===== config.mk =====
export PLATFORM = sky130hd
export DESIGN_NAME = uart_rx_frame_ctrl
export DESIGN_NICKNAME = d
export VERILOG_FILES = /design/src/rtl/uart_rx_pkg.sv /design/src/rtl/uart_rx_sampler.sv /design/src/rtl/uart_rx_frame_ctrl.sv
export SDC_FILE = /design/constraint.sdc
export NUM_CORES = 1
export LEC_CHECK = 0
export ABC_AREA = 1
export BUFFER_PORTS_ARGS = -buffer_cell sky130_fd_sc_hd__buf_2
export CAP_MARGIN = 40
export CORE_MARGIN = 2
export CORE_UTILIZATION = 54
export DETAILED_ROUTE_END_ITERATION = 16
export PLACE_DENSITY = 0.7
export SLEW_MARGIN = 30
export SYNTH_ARGS = -nofsm -noshare
export SYNTH_HDL_FRONTEND = slang
export SYNTH_SLANG_ARGS = --single-unit
export TNS_END_PERCENT = 100

===== constraint.sdc =====
create_clock -name Clk -period 2.35 [get_ports Clk]
set_input_delay 0.235 -clock Clk [delete_from_list [all_inputs] [get_ports Clk]]
set_output_delay 0.235 -clock Clk [all_outputs]
set_load 0.03 [all_outputs]

===== src/rtl/uart_rx_pkg.sv =====
// Shared constants for the UART receive front end: FSM state codes and the
// mid-bit sample offsets measured from H = Prescale>>1.
package uart_rx_pkg;

  localparam logic [2:0] ST_IDLE   = 3'd0;
  localparam logic [2:0] ST_START  = 3'd1;
  localparam logic [2:0] ST_DATA   = 3'd2;
  localparam logic [2:0] ST_PARITY = 3'd3;
  localparam logic [2:0] ST_STOP   = 3'd4;

  // s0 is taken one edge before H, s1 at H, the vote at H+1, the decision at H+2
  localparam int unsigned SMP_S0_BACK  = 1;
  localparam int unsigned SMP_S1_FWD   = 0;
  localparam int unsigned SMP_VOTE_FWD = 1;
  localparam int unsigned SMP_CHK_FWD  = 2;

  function automatic logic maj3(input logic a, input logic b, input logic c);
    return (a & b) | (a & c) | (b & c);
  endfunction

endpackage


===== src/rtl/uart_rx_sampler.sv =====
// Captures two mid-bit samples of the serial line and forms the
// 3-sample majority with the live line value.
module uart_rx_sampler
  import uart_rx_pkg::*;
#(
  parameter int PS_W = 6
) (
  input  logic            Clk,
  input  logic            Rst,
  input  logic [PS_W-1:0] i_edge_cnt,
  input  logic [PS_W-1:0] i_h,
  input  logic            i_rx,
  output logic            o_maj
);

  logic r_s0;
  logic r_s1;

  always_ff @(posedge Clk or negedge Rst) begin
    if (!Rst) begin
      r_s0 <= 1'b0;
      r_s1 <= 1'b0;
    end else begin
      if (i_edge_cnt == i_h - PS_W'(SMP_S0_BACK)) r_s0 <= i_rx;
      if (i_edge_cnt == i_h + PS_W'(SMP_S1_FWD))  r_s1 <= i_rx;
    end
  end

  assign o_maj = maj3(r_s0, r_s1, i_rx);

endmodule


===== src/rtl/uart_rx_frame_ctrl.sv =====
// UART receive frame controller: start detection, oversampled bit recovery,
// LSB-first deserialisation and parity/stop sequencing.
module uart_rx_frame_ctrl
  import uart_rx_pkg::*;
#(
  parameter int Width = 8,
  parameter int PS_W  = 6
) (
  input  logic             Clk,
  input  logic             Rst,
  input  logic             RX_IN,
  input  logic [PS_W-1:0]  Prescale,
  input  logic             PAR_EN,
  input  logic             Parity_err,
  output logic             Sampled_bit,
  output logic [Width-1:0] P_Data,
  output logic             Parity_en,
  output logic             Data_valid,
  output logic             Stop_err
);

  localparam int BC_W = (Width > 1) ? $clog2(Width) : 1;

  logic [2:0]       r_state;
  logic [PS_W-1:0]  r_edge_cnt;
  logic [BC_W-1:0]  r_bit_cnt;
  logic [PS_W-1:0]  r_ps;
  logic             r_par_en;
  logic             r_par_bad;
  logic             r_sampled_bit;
  logic [Width-1:0] r_p_data;
  logic             r_data_valid;
  logic             r_stop_err;

  logic [PS_W-1:0]  w_h;
  logic             w_last;
  logic             w_vote_pt;
  logic             w_chk_pt;
  logic             w_maj;

  assign w_h       = r_ps >> 1;
  assign w_last    = (r_edge_cnt == r_ps - 1'b1);
  assign w_vote_pt = (r_edge_cnt == w_h + PS_W'(SMP_VOTE_FWD));
  assign w_chk_pt  = (r_edge_cnt == w_h + PS_W'(SMP_CHK_FWD));

  uart_rx_sampler #(
    .PS_W (PS_W)
  ) u_sampler (
    .Clk        (Clk),
    .Rst        (Rst),
    .i_edge_cnt (r_edge_cnt),
    .i_h        (w_h),
    .i_rx       (RX_IN),
    .o_maj      (w_maj)
  );

  always_ff @(posedge Clk or negedge Rst) begin
    if (!Rst) begin
      r_state       <= ST_IDLE;
      r_edge_cnt    <= '0;
      r_bit_cnt     <= '0;
      r_ps          <= '0;
      r_par_en      <= 1'b0;
      r_par_bad     <= 1'b0;
      r_sampled_bit <= 1'b0;
      r_p_data      <= '0;
      r_data_valid  <= 1'b0;
      r_stop_err    <= 1'b0;
    end else begin
      r_data_valid <= 1'b0;
      r_stop_err   <= 1'b0;

      if (r_state != ST_IDLE) begin
        r_edge_cnt <= w_last ? '0 : r_edge_cnt + 1'b1;
        if (w_vote_pt) r_sampled_bit <= w_maj;
      end

      case (r_state)
        ST_IDLE: begin
          // Frame configuration is frozen here for the whole frame
          if (!RX_IN) begin
            r_state    <= ST_START;
            r_edge_cnt <= '0;
            r_ps       <= Prescale;
            r_par_en   <= PAR_EN;
            r_par_bad  <= 1'b0;
          end
        end
        ST_START: begin
          if (w_chk_pt && r_sampled_bit) begin
            r_state    <= ST_IDLE;
            r_edge_cnt <= '0;
          end else if (w_last) begin
            r_state   <= ST_DATA;
            r_bit_cnt <= '0;
          end
        end
        ST_DATA: begin
          if (w_vote_pt) r_p_data <= {w_maj, r_p_data[Width-1:1]};
          if (w_last) begin
            if (r_bit_cnt == BC_W'(Width - 1)) r_state <= r_par_en ? ST_PARITY : ST_STOP;
            else                               r_bit_cnt <= r_bit_cnt + 1'b1;
          end
        end
        ST_PARITY: begin
          if (w_last) begin
            r_state <= ST_STOP;
            if (Parity_err) r_par_bad <= 1'b1;
          end
        end
        ST_STOP: begin
          // Stop error takes precedence, so the two pulses are exclusive
          if (w_last) begin
            r_state <= ST_IDLE;
            if (!r_sampled_bit)  r_stop_err   <= 1'b1;
            else if (!r_par_bad) r_data_valid <= 1'b1;
          end
        end
        default: r_state <= ST_IDLE;
      endcase
    end
  end

  assign Parity_en   = (r_state == ST_PARITY) && w_chk_pt;
  assign Sampled_bit = r_sampled_bit;
  assign P_Data      = r_p_data;
  assign Data_valid  = r_data_valid;
  assign Stop_err    = r_stop_err;

endmodule


==> impl_metrics.sql, run 1 <==
INSERT INTO impl_metrics (metric_group, metric, value, unit) VALUES
('power', 'design_power_total', '3.42', 'mW'),
('critical_path', 'crit_path_frequent_cell', 'sky130_fd_sc_hd__nand2_1', ''),
('die', 'fp.dieArea', '4690', 'um2'),
('hold_path', 'hold_start', 'PAR_EN', ''),
('yosys', 'synth.largest_area_cell', 'sky130_fd_sc_hd__dfrtp_1', ''),
('timing', 'timing.clock.skew', '0.00997', 'ns'),
('die', 'fp.dieW', '68.5', 'um'),
('clock_tree', 'cts_htree_levels', '2', ''),
('placement', 'dp_hpwl', '3730', 'um'),
('timing', 'hold_viol_final', '0', ''),
('routing', 'routed_wire_length_per_instance', '12.8', 'um'),
('cells_and_area', 'final_layout_size_suffix_gt1_frac', '0.206', ''),
('yosys', 'yosys-mux-area-fraction', '0', ''),
('outcome', 'status', 'finished clean', ''),
('critical_path', 'path_buf_inv', '2', ''),
('routing', 'drt_iter0_drc', '194', ''),
('timing', 'setup_slack', '0.240', 'ns'),
('yosys', 'synth.net_count', '328', ''),
('clock_tree', 'clock_latency', '0.29', 'ns'),
('clock_tree', 'postCtsHoldBufs', '0', ''),
('critical_path', 'cp-start-kind', 'flip-flop', ''),
('yosys', 'combinational_family_with_the_most_area_after_synthesis', 'simple AND/OR/NAND/NOR gates', ''),
('timing', 'final_period_minus_worst_setup_slack', '2.11', 'ns'),
('clock_tree', 'cts_tree', 'yes', ''),
('critical_path', 'cp-end-kind', 'output port', ''),
('routing', 'drt-pass1-iter-count', '5', ''),
('yosys', 'sequential_element_share_of_the_synthesized_area', '0.368', ''),
('grt', 'grt.overflow.total', '0', ''),
('routing', 'via_count', '2005', ''),
('yosys', 'syn-cell-area', '2240', 'um2'),
('routing', 'ant_nets', '0', ''),
('critical_path', 'regToRegStartpoint', 'r_ps[2]$_DFFE_PN0P_', ''),
('critical_path', 'timing.critical_path.slowest_stage_cell', 'sky130_fd_sc_hd__dfrtp_1', ''),
('placement', 'finalWeightedCongestion', '0.912', ''),
('clock_tree', 'clock-root-buffer', 'sky130_fd_sc_hd__clkbuf_8', ''),
('clock_tree', 'cts-root-to-sink-buffers', '2', ''),
('timing', 'finalHoldWorstSlack', '0.152', 'ns'),
('clock_tree', 'clock_pin_slew_reported_for_the_worst_setup_and_hold_paths_after_clock_tree_synthesis', '0.07', 'ns'),
('grt', 'grt_pass1_vias', '1787', ''),
('routing', 'route.detailed.vias_per_inst', '5.14', ''),
('yosys', 'netlist-cell-type-count', '28', ''),
('die', 'io_pins', '23', ''),
('timing', 'worst_slew_pin_slew', '0.514', 'ns'),
('yosys', 'post_synth_and_or_nand_nor_area_fraction', '0.337', ''),
('routing', 'wirelength', '4990', 'um'),
('clock_tree', 'cts_inserted_buffers', '5', ''),
('cells_and_area', 'area.growth.synth_to_final', '14.7', '%'),
('clock_tree', 'cts.repair_timing.setup_buffer_count', '0', ''),
('cells_and_area', 'fillerInstances', '365', ''),
('clock_tree', 'post_cts_resize_count', '0', ''),
('yosys', 'synth_top_area_frac', '0.368', ''),
('critical_path', 'critical_path_arrival', '1.88', 'ns'),
('grt', 'grt_start_max_net_pins', '34', ''),
('placement', 'placement.setup.worst_slack', '0.278', 'ns'),
('critical_path', 'worst_path_largest_cell_delay', '0.36', 'ns'),
('grt', 'grt_usage', '0.240', ''),
('timing', 'rsz0062_at_grt', 'no', ''),
('yosys', 'synth_area_leaders', 'sky130_fd_sc_hd__dfrtp_1 (37%), sky130_fd_sc_hd__nand2_1 (16%), sky130_fd_sc_hd__inv_1 (6.5%)', ''),
('die', 'fp.coreArea', '4000', 'um2'),
('timing', 'maxSlewViolCount', '0', ''),
('grt', 'grt_first_pass_wirelength', '8350', 'um'),
('timing', 'setup_viol', '0', ''),
('yosys', 'synth_compound_gate_area_share', '0.0937', ''),
('die', 'starting_density_of_the_core', '0.561', ''),
('yosys', 'synth_fa_ha_area_frac', '0.0502', ''),
('critical_path', 'crit_family', 'simple AND/OR/NAND/NOR gates', ''),
('die', 'die_height', '68.5', 'um'),
('critical_path', 'setup.worst_path.start', 'r_ps[3]$_DFFE_PN0P_', ''),
('placement', 'portBuffers', '22', ''),
('flow_run', 'max-cap-violations', '0', ''),
('power', 'p_leak', '1.36', 'nW');
cell type report:
cell class	count	area (um2)	area share
Multi-Input combinational cell	225	1200	0.467
Sequential cell	33	826	0.321
Timing Repair Buffer	29	178	0.0690
Inverter	45	171	0.0666
Clock buffer	5	68.8	0.0267
Clock inverter	3	65.1	0.0253
Tap cell	50	62.6	0.0243
per-layer routing:
layer / global-route usage / part of all wire / vias to the layer above
met4: 0.0625 / 0.013 / 0
met1: 0.360 / 0.49 / 918
met3: 0.0444 / 0.050 / 8
met5: 0 / 0 / -
li1: - / - / 1026
met2: 0.353 / 0.45 / 53
power breakdown:
part	total (mW)	switching [mW]	leakage, nW	internal (mW)
clock	0.648	0.227	0.0681	0.422
sequential	0.933	0.198	0.433	0.735
combinational	1.84	1.19	0.863	0.654
worst register-to-register path: cells and delay by family, from the launching register on:
| family | cells | cell delay [ns] |
|---|---|---|
| simple gates | 10 | 1.04 |
| flops | 1 | 0.38 |
| buf+inv | 2 | 0.26 |
| fa+ha+maj | 1 | 0.27 |
registers in the layout, indices dropped and copies added, names as in the netlist, 3 cells and up:
register and cells:
P_Data 8, r_edge_cnt 6, r_ps 6, r_bit_cnt 3, r_state 3
cells in the final DEF (no fill, tap or decap):
cell type                       synthesis  final
sky130_fd_sc_hd__nor3_4                 1      1
sky130_fd_sc_hd__nand3_2                3      3
sky130_fd_sc_hd__and3_1                 1      1
sky130_fd_sc_hd__buf_4                  0      5
sky130_fd_sc_hd__buf_12                 0      1
sky130_fd_sc_hd__o21ai_1                3      3
sky130_fd_sc_hd__clkbuf_8               0      5
sky130_fd_sc_hd__o21ai_2                8      8
sky130_fd_sc_hd__clkinv_2               0      1
sky130_fd_sc_hd__inv_2                  5      5
sky130_fd_sc_hd__nand4_1                4      4
sky130_fd_sc_hd__buf_2                  2     22
sky130_fd_sc_hd__nor3_2                 2      2
sky130_fd_sc_hd__xnor2_1                4      4
sky130_fd_sc_hd__ha_1                   9      9
sky130_fd_sc_hd__nor2_4                 2      2
sky130_fd_sc_hd__nor3_1                 2      2
sky130_fd_sc_hd__a21oi_1                7      7
sky130_fd_sc_hd__nor2_1                25     25
sky130_fd_sc_hd__bufinv_16              0      2
sky130_fd_sc_hd__o22ai_1                2      2
sky130_fd_sc_hd__nand3_1               21     21
sky130_fd_sc_hd__nand2_1               94     94
sky130_fd_sc_hd__inv_1                 39     39
sky130_fd_sc_hd__dlygate4sd3_1          0      1
sky130_fd_sc_hd__or2_2                  1      1
sky130_fd_sc_hd__xor2_1                10     10
sky130_fd_sc_hd__nand2_2                9      9
sky130_fd_sc_hd__nor2_2                 2      2
sky130_fd_sc_hd__o211ai_1               1      1
sky130_fd_sc_hd__inv_4                  1      1
sky130_fd_sc_hd__dfrtp_1               33     33
sky130_fd_sc_hd__o21ai_0               14     14
cells in the mapped netlist:
cell                       instances
sky130_fd_sc_hd__inv_2             5
sky130_fd_sc_hd__xor2_1           10
sky130_fd_sc_hd__nor3_1            2
sky130_fd_sc_hd__o21ai_2           8
sky130_fd_sc_hd__buf_6             3
sky130_fd_sc_hd__nand3_1          21
sky130_fd_sc_hd__o21ai_1           3
sky130_fd_sc_hd__nand2_1          94
sky130_fd_sc_hd__xnor2_1           4
sky130_fd_sc_hd__nor3_2            2
sky130_fd_sc_hd__nand2_2           9
sky130_fd_sc_hd__nor3_4            1
sky130_fd_sc_hd__o211ai_1          1
sky130_fd_sc_hd__o22ai_1           2
sky130_fd_sc_hd__nor2_4            2
sky130_fd_sc_hd__nor2_1           25
sky130_fd_sc_hd__ha_1              9
sky130_fd_sc_hd__nand3_2           3
sky130_fd_sc_hd__nand4_1           4
sky130_fd_sc_hd__a21oi_1           7
sky130_fd_sc_hd__inv_4             1
sky130_fd_sc_hd__buf_2             2
sky130_fd_sc_hd__and3_1            1
sky130_fd_sc_hd__dfrtp_1          33
sky130_fd_sc_hd__or2_2             1
sky130_fd_sc_hd__inv_1            39
sky130_fd_sc_hd__o21ai_0          14
sky130_fd_sc_hd__nor2_2            2
path summary, 6_finish.rpt:
kind / slack (ns) / cells past startpoint / endpoint
min in group asynchronous: 0.33 / 2 / u_sampler.r_s0$_DFFE_PN0N_
hold reg to reg: 0.49 / 2 / P_Data[0]$_DFFE_PN0P_
setup / recovery: 0.24 / 8 / Parity_en
hold / removal: 0.15 / 3 / r_par_en$_DFFE_PN0P_
max in group asynchronous: 1.61 / 3 / Stop_err$_DFF_PN0_
setup reg to reg: 0.27 / 13 / r_state[0]$_DFFE_PN0P_
metrics by stage:
step	std cells	area [um2]	utilization
after CTS	388	2540	0.636
after global placement	380	2410	0.602
after floorplan	308	2240	-
final	390	2570	0.643
after global routing	390	2570	0.643
after detailed placement	380	2410	0.602
cells by family (layout without fill, tap and decap cells):
logic type,Yosys count,in the layout
buffers and inverters,50,82
flip-flops,33,33
AO/OA/AOI/OAI,35,35
XOR/XNOR,14,14
adder cells (fa/ha/maj),9,9
AND/OR/NAND/NOR,167,167
Power figures use the tool's default switching activity.
==> run 2: changes to the inputs <==
Settings changed: BUFFER_PORTS_ARGS -buffer_cell sky130_fd_sc_hd__buf_2 to -buffer_cell sky130_fd_sc_hd__buf_4.
==> run 2 against run 1 <==
Worst hold slack gained 0.0015 ns; core utilization grew 0.44 points; cell count shrank 0.26%; non-clock buffer count shrank 1; die area is the same; design area grew 0.68%.
==> impl_metrics.sql, run 2 (synthesis results as in run 1) <==
INSERT INTO impl_metrics (metric_group, metric, value, unit) VALUES
('routing', 'drt-pass1-iter-count', '4', ''),
('cells_and_area', 'design.final.nets', '358', ''),
('critical_path', 'critPathRequiredTime', '2.12', 'ns'),
('power', 'worst_ir_drop_vdd', '827', 'uV'),
('timing', 'worst_slew_pin_slew', '0.522', 'ns'),
('clock_tree', 'clock-root-buffer', 'sky130_fd_sc_hd__clkbuf_8', ''),
('timing', 'maxSlewHeadroom', '0.652', ''),
('grt', 'groute.layer.met2.usage', '0.357', ''),
('power', 'p_leak', '1.35', 'nW'),
('grt', 'gr-usage-met1', '0.351', ''),
('die', 'starting_density_of_the_core', '0.561', ''),
('cells_and_area', 'layout.cells.most_common_list', 'sky130_fd_sc_hd__nand2_1 (94), sky130_fd_sc_hd__inv_1 (39), sky130_fd_sc_hd__dfrtp_1 (33)', ''),
('grt', 'globalRoute.busiestLayer', 'met2', ''),
('grt', 'grt_pass1_vias', '1760', ''),
('grt', 'grt.met3_usage', '0.0493', ''),
('critical_path', 'timing.critical_path.fanout_max', '8', ''),
('cells_and_area', 'antennaDiodeCount', '0', ''),
('routing', 'wirelength', '4860', 'um'),
('clock_tree', 'clock_pin_slew_reported_for_the_worst_setup_and_hold_paths_after_clock_tree_synthesis', '0.07', 'ns'),
('clock_tree', 'cts.repair_timing.setup_buffer_count', '0', ''),
('hold_path', 'hold_path.class', 'primary input to flip-flop', ''),
('grt', 'grt_usage', '0.239', ''),
('power', 'internal_power', '1.75', 'mW'),
('clock_tree', 'cts_inserted_buffers', '5', ''),
('die', 'io_pins', '23', ''),
('routing', 'drt_iter0_drc', '177', ''),
('power', 'power.share.sequential', '0.281', ''),
('timing', 'min_period_over_period', '0.900', ''),
('grt', 'grt_start_max_net_pins', '34', ''),
('routing', 'route.detailed.vias_per_inst', '5.05', ''),
('critical_path', 'timing.critical_path.slowest_stage_cell', 'sky130_fd_sc_hd__dfrtp_1', ''),
('grt', 'grt_first_pass_wirelength', '8240', 'um'),
('power', 'power.share.combinational', '0.552', ''),
('critical_path', 'critical_path_arrival', '1.88', 'ns'),
('placement', 'portBuffers', '22', ''),
('power', 'share_clk_of_total_power', '0.167', ''),
('timing', 'maxSlewViolCount', '0', ''),
('clock_tree', 'cts-root-to-sink-buffers', '2', ''),
('critical_path', 'crit_family', 'simple AND/OR/NAND/NOR gates', ''),
('clock_tree', 'post_cts_resize_count', '0', ''),
('clock_tree', 'cts_htree_levels', '2', ''),
('power', 'switching_part_of_the_total_power', '0.476', ''),
('timing', 'final_period_minus_worst_setup_slack', '2.11', 'ns'),
('timing', 'rsz0062_at_grt', 'no', ''),
('outcome', 'status', 'finished clean', ''),
('clock_tree', 'postCtsHoldBufs', '1', ''),
('timing', 'setup_viol', '0', ''),
('critical_path', 'chain_of_cells_forming_the_critical_path', 'buf_4 -> ha_1 -> nand3_1 -> nand2_1 -> nand2_1 -> nor2_1 -> and3_1 -> buf_4', ''),
('grt', 'grt.overflow.total', '0', ''),
('critical_path', 'cp-end-kind', 'output port', ''),
('timing', 'finalHoldWorstSlack', '0.153', 'ns'),
('timing', 'finalSetupTns', '0', 'ns'),
('timing', 'timing.clock.skew', '0.00594', 'ns'),
('timing', 'max_clock_freq', '473', 'MHz'),
('die', 'fp.dieArea', '4690', 'um2'),
('routing', 'ant_nets', '0', ''),
('clock_tree', 'cts.sinks', '33', ''),
('die', 'fp.coreArea', '4000', 'um2'),
('flow_run', 'max-cap-violations', '0', ''),
('die', 'fp.dieW', '68.5', 'um'),
('critical_path', 'worst_path_largest_cell_delay', '0.36', 'ns'),
('grt', 'antenna_found_initial', '0', ''),
('die', 'rows', '23', ''),
('critical_path', 'r2r_setup_slack', '0.30', 'ns'),
('clock_tree', 'cts_tree', 'yes', ''),
('die', 'die_height', '68.5', 'um'),
('routing', 'drc_errors', '0', ''),
('power', 'p_switching', '1.59', 'mW'),
('cells_and_area', 'final_common_cell', 'sky130_fd_sc_hd__nand2_1', ''),
('cells_and_area', 'finish.instance_area', '2590', 'um2'),
('clock_tree', 'clock_latency', '0.29', 'ns'),
('cells_and_area', 'postLayoutCoreUtil', '0.648', ''),
('power', 'p_per_area', '1290', 'nW/um2'),
('routing', 'via_count', '1965', ''),
('cells_and_area', 'max_reg_flops', '8', ''),
('critical_path', 'cp-start-kind', 'flip-flop', ''),
('cells_and_area', 'final_layout_size_suffix_gt1_frac', '0.201', ''),
('placement', 'finalWeightedCongestion', '0.876', ''),
('routing', 'routed_wire_length_per_instance', '12.5', 'um'),
('timing', 'hold_viol_final', '0', ''),
('placement', 'dp_hpwl', '3730', 'um'),
('cells_and_area', 'area.growth.synth_to_final', '15.5', '%'),
('placement', 'dpl-instance-area', '2460', 'um2'),
('critical_path', 'critical_path_class', 'flip-flop to output port', ''),
('critical_path', 'path_buf_inv', '2', '');
[run 2: changes by cell type in the layout (fill, tap and decap cells not counted), sizes merged]
cell | before | now
clkbuf | 5 | 7
buf | 28 | 27
bufinv | 2 | 1
clkinv | 1 | 0
[run 2: layout make-up]
type                            instances  area (um2)
Fill cell                             360        1410
Multi-Input combinational cell        225        1200
Sequential cell                        33         826
Timing Repair Buffer                   28         213
Inverter                               45         171
Clock buffer                            7        86.3
Tap cell                               50        62.6
Clock inverter                          1        30.0
[run 2: power groups by stage]
stage,Sequential [mW],Clock (mW),Combinational (mW)
floorplan,0.927,0,1.41
global placement,0.942,0,1.80
detailed placement,0.946,0,1.83
CTS,0.935,0.569,1.84
global route,0.965,0.598,2.08
finish,0.939,0.559,1.84
[run 2: final timing paths]
check	from	to	depth (start not counted)
min in group asynchronous	Rst	r_ps[1]$_DFFE_PN0P_	2
min reg2reg	P_Data[0]$_DFFE_PN0P_	P_Data[0]$_DFFE_PN0P_	2
max in group asynchronous	Rst	r_bit_cnt[2]$_DFFE_PN0P_	2
max reg2reg	r_ps[2]$_DFFE_PN0P_	r_state[0]$_DFFE_PN0P_	13
max	r_ps[3]$_DFFE_PN0P_	Parity_en	8
min	Prescale[0]	r_ps[0]$_DFFE_PN0P_	3
[run 2: metrics by stage]
step / worst slack [ns] / total power, mW / instances
2_1_floorplan: 0.501 / 2.34 / 308
3_3_place_gp: 0.336 / 2.74 / 380
3_5_place_dp: 0.333 / 2.77 / 380
4_1_cts: 0.233 / 3.34 / 389
5_1_grt: 0.0429 / 3.65 / 389
6_report: 0.235 / 3.34 / 389
[run 2: tightest hold or removal path, cell delays in order]
cell and delay (ns):
sky130_fd_sc_hd__buf_4 0.07, sky130_fd_sc_hd__nand2_1 0.04, sky130_fd_sc_hd__o21ai_0 0.06
[run 2: layer usage]
layer	up-vias	part of all wire	wire, um
met1	886	0.49	2380
li1	1028	-	-
met2	45	0.45	2190
met3	6	0.050	242
met5	-	0	0
met4	0	0.011	51
==> run 3: changes to the inputs <==
Settings changed: ABC_AREA 1 to 0.
==> run 3 against run 2 <==
Clock-buffer cell count down 2; critical path type is now flip-flop to flip-flop; flip-flop and latch count unchanged; via count shrank 15%; clock power is 3% lower; highest routed layer unchanged; setup slack worse by 0.12 ns; sequential power up 9.7%; first-iteration DRC count down 48%; fmax shrank 5.3%; register-to-register slack lost 0.18 ns; sequential share of layout area rose by 1.7 points.
==> impl_metrics.sql, run 3 <==
INSERT INTO impl_metrics (metric_group, metric, value, unit) VALUES
('outcome', 'status', 'finished clean', ''),
('yosys', 'netlist-cell-type-count', '55', ''),
('yosys', 'synthCells', '211', ''),
('cells_and_area', 'postLayoutCoreUtil', '0.668', ''),
('routing', 'route.detailed.vias_per_inst', '5.81', ''),
('cells_and_area', 'area.growth.synth_to_final', '18.3', '%'),
('placement', 'portBuffers', '22', ''),
('yosys', 'synth.net_count', '231', ''),
('clock_tree', 'cts_inserted_buffers', '5', ''),
('grt', 'antenna_found_initial', '0', ''),
('grt', 'grt_usage', '0.223', ''),
('hold_path', 'hold-path-cell-count', '3', ''),
('grt', 'grt_pass1_vias', '1603', ''),
('critical_path', 'worst_r2r_endpoint', 'P_Data[5]$_DFFE_PN0P_', ''),
('cells_and_area', 'antennaDiodeCount', '0', ''),
('critical_path', 'r2r_cells', '8', ''),
('clock_tree', 'cts_tree', 'yes', ''),
('timing', 'final_period_minus_worst_setup_slack', '2.23', 'ns'),
('grt', 'grt_start_max_net_pins', '34', ''),
('yosys', 'postSynthRegisterBits', '33', ''),
('yosys', 'commonest_cells_in_the_synthesized_netlist', 'sky130_fd_sc_hd__dfrtp_1 (33), sky130_fd_sc_hd__nand2_1 (25), sky130_fd_sc_hd__mux2_2 (13), sky130_fd_sc_hd__nor2_1 (11), sky130_fd_sc_hd__xnor2_1 (11)', ''),
('critical_path', 'r2r_setup_slack', '0.12', 'ns'),
('critical_path', 'timing.critical_path.fanout_max', '8', ''),
('timing', 'max_clock_freq', '448', 'MHz'),
('timing', 'timing.clock.skew', '0.0133', 'ns'),
('placement', 'finalWeightedCongestion', '0.897', ''),
('timing', 'finalHoldWorstSlack', '0.147', 'ns'),
('timing', 'hold_viol_final', '0', ''),
('die', 'rows', '22', ''),
('yosys', 'synth_enable_flop_cells', '0', ''),
('die', 'die_height', '66.1', 'um'),
('timing', 'rsz0062_at_grt', 'no', ''),
('timing', 'setup_viol', '0', ''),
('die', 'io_pins', '23', ''),
('cells_and_area', 'max_reg_flops', '8', ''),
('die', 'fp.coreArea', '3690', 'um2'),
('hold_path', 'hold_path.class', 'primary input to flip-flop', ''),
('grt', 'grt_first_pass_wirelength', '7370', 'um'),
('yosys', 'synth_warnings', '0', ''),
('timing', 'worst_slew_pin_slew', '0.406', 'ns'),
('grt', 'grt.overflow.total', '0', ''),
('critical_path', 'critPathRequiredTime', '2.52', 'ns'),
('timing', 'maxSlewViolCount', '0', ''),
('clock_tree', 'cts_htree_levels', '2', ''),
('power', 'worst_ir_drop_vdd', '721', 'uV'),
('timing', 'finalSetupTns', '0', 'ns'),
('critical_path', 'critical_path_arrival', '2.40', 'ns'),
('cells_and_area', 'final_layout_size_suffix_gt1_frac', '0.265', ''),
('routing', 'drc_errors', '0', ''),
('clock_tree', 'clock_pin_slew_reported_for_the_worst_setup_and_hold_paths_after_clock_tree_synthesis', '0.08', 'ns'),
('yosys', 'yosys.cell_count.top_type', 'sky130_fd_sc_hd__dfrtp_1', ''),
('yosys', 'synth_area_leaders', 'sky130_fd_sc_hd__dfrtp_1 (40%), sky130_fd_sc_hd__mux2_2 (7.0%), sky130_fd_sc_hd__ha_1 (5.4%)', ''),
('cells_and_area', 'fillerInstances', '296', ''),
('die', 'starting_density_of_the_core', '0.565', ''),
('critical_path', 'cp-start-kind', 'flip-flop', ''),
('critical_path', 'cp-end-kind', 'flip-flop', ''),
('hold_path', 'timing.hold.worst_endpoint', 'r_ps[4]$_DFFE_PN0P_', ''),
('die', 'fp.dieArea', '4370', 'um2'),
('cells_and_area', 'area.sequential', '827', 'um2'),
('critical_path', 'setup.worst_path.start', 'r_ps[2]$_DFFE_PN0P_', ''),
('placement', 'dp_hpwl', '3290', 'um'),
('routing', 'drt-pass1-iter-count', '5', ''),
('cells_and_area', 'layout.cells.most_common_list', 'sky130_fd_sc_hd__dfrtp_1 (32), sky130_fd_sc_hd__buf_4 (28), sky130_fd_sc_hd__nand2_1 (25)', ''),
('yosys', 'syn-cell-area', '2080', 'um2'),
('critical_path', 'regToRegStartpoint', 'r_ps[2]$_DFFE_PN0P_', ''),
('timing', 'min_period_over_period', '0.950', ''),
('power', 'p_per_area', '1310', 'nW/um2'),
('cells_and_area', 'final_common_cell', 'sky130_fd_sc_hd__dfrtp_1', ''),
('yosys', 'synthArstFlopShare', '1.00', ''),
('clock_tree', 'clock_latency', '0.29', 'ns'),
('yosys', 'sequential_element_share_of_the_synthesized_area', '0.396', ''),
('routing', 'routed_wire_length_per_instance', '15.7', 'um'),
('routing', 'via_count', '1661', ''),
('hold_path', 'hold_start', 'Prescale[4]', ''),
('clock_tree', 'clock-root-buffer', 'sky130_fd_sc_hd__clkbuf_8', ''),
('yosys', 'post_synthesis_area_per_instance', '9.87', 'um2'),
('routing', 'drt_iter0_drc', '92', ''),
('power', 'p_leak', '1.11', 'nW'),
('critical_path', 'critical_path_class', 'flip-flop to flip-flop', ''),
('cells_and_area', 'design.final.nets', '257', ''),
('timing', 'maxSlewHeadroom', '0.722', ''),
('flow_run', 'max-cap-violations', '0', ''),
('cells_and_area', 'total_area_of_multi_input_combinational_cells', '1180', 'um2'),
('routing', 'ant_nets', '0', ''),
('yosys', 'synth.largest_area_cell', 'sky130_fd_sc_hd__dfrtp_1', ''),
('yosys', 'synth_top_area_frac', '0.396', ''),
('die', 'fp.dieW', '66.1', 'um'),
('routing', 'wirelength', '4490', 'um'),
('clock_tree', 'cts.sinks', '33', ''),
('clock_tree', 'cts-root-to-sink-buffers', '2', ''),
('yosys', 'ys.flop_type', 'sky130_fd_sc_hd__dfrtp_1', '');
-- run 3: changes by cell type after synthesis, sizes merged, moves of 3 or more --
cell     change
nand2       -78
xnor2        +8
o21ai       -15
a2111oi      +3
mux2        +13
nor3b        +4
nor2        -18
and2         +3
clkbuf       +4
nand3       -18
inv         -35
a211oi       +3
-- run 3: area by class of cell --
class / instances / share of cell area
multi-input combinational: 157 / 0.481
sequential: 33 / 0.336
timing repair buffer: 30 / 0.0975
clock buffer: 5 / 0.0279
tap: 48 / 0.0244
clock inverter: 3 / 0.0188
inverter: 10 / 0.0152
-- run 3: where the power goes --
group          switching (mW)  internal, mW
combinational           0.878         0.779
clock                   0.224         0.317
sequential              0.294         0.740
total                    1.40          1.84
-- run 3: worst max-delay path by stage --
| stage | to | slack, ns | cells past startpoint |
|---|---|---|---|
| after floorplan | r_bit_cnt[0]$_DFFE_PN0P_ | 0.007 | 9 |
| after global placement | P_Data[7]$_DFFE_PN0P_ | 0.10 | 5 |
| after detailed placement | P_Data[5]$_DFFE_PN0P_ | 0.07 | 6 |
| after CTS | P_Data[5]$_DFFE_PN0P_ | 0.04 | 5 |
| after global routing | P_Data[0]$_DFFE_PN0P_ | 0.03 | 8 |
| final | P_Data[5]$_DFFE_PN0P_ | 0.12 | 8 |
-- run 3: worst max-delay path, stage by stage, from the launching register on --
cell and delay [ns]:
sky130_fd_sc_hd__dfrtp_1 0.41, sky130_fd_sc_hd__buf_4 0.17, sky130_fd_sc_hd__ha_1 0.18, sky130_fd_sc_hd__and2_1 0.18, sky130_fd_sc_hd__a211o_1 0.30, sky130_fd_sc_hd__a31oi_1 0.28, sky130_fd_sc_hd__a211oi_4 0.10, sky130_fd_sc_hd__nand3_4 0.15
sky130_fd_sc_hd__mux2_2 0.35
-- run 3: kinds of logic after synthesis --
kind of cell,Yosys count,synth area share
DFF,33,0.396
muxes,13,0.0703
xor gates and xnor gates,22,0.0961
and+or+nand+nor,69,0.175
adders and majority gates,10,0.0589
buffers and inverters,21,0.0462
AOI/OAI and AO/OA,43,0.157
-- run 3: what timing repair did --
action                     CTS  global route
setup endpoints to repair    0            17
setup buffers                0             0
resized for setup            0             6
hold buffers                 1             0
hold endpoints to repair    33             0
-- run 3: per-layer routing --
metal / share of wire / global-route usage / wire length [um]
met4: 0.011 / 0.0842 / 48
met1: 0.46 / 0.301 / 2050
met5: 0 / 0 / 0
met3: 0.038 / 0.0443 / 171
met2: 0.49 / 0.355 / 2220
-- run 3: through the flow --
step	total power, mW	setup WS, ns	cells	area (um2)
finish	3.23	0.117	286	2460
global route	3.46	0.0330	286	2460
CTS	3.19	0.0423	286	2440
detailed placement	2.63	0.0678	277	2310
global placement	2.58	0.104	277	2310
floorplan	2.24	0.00723	211	2080
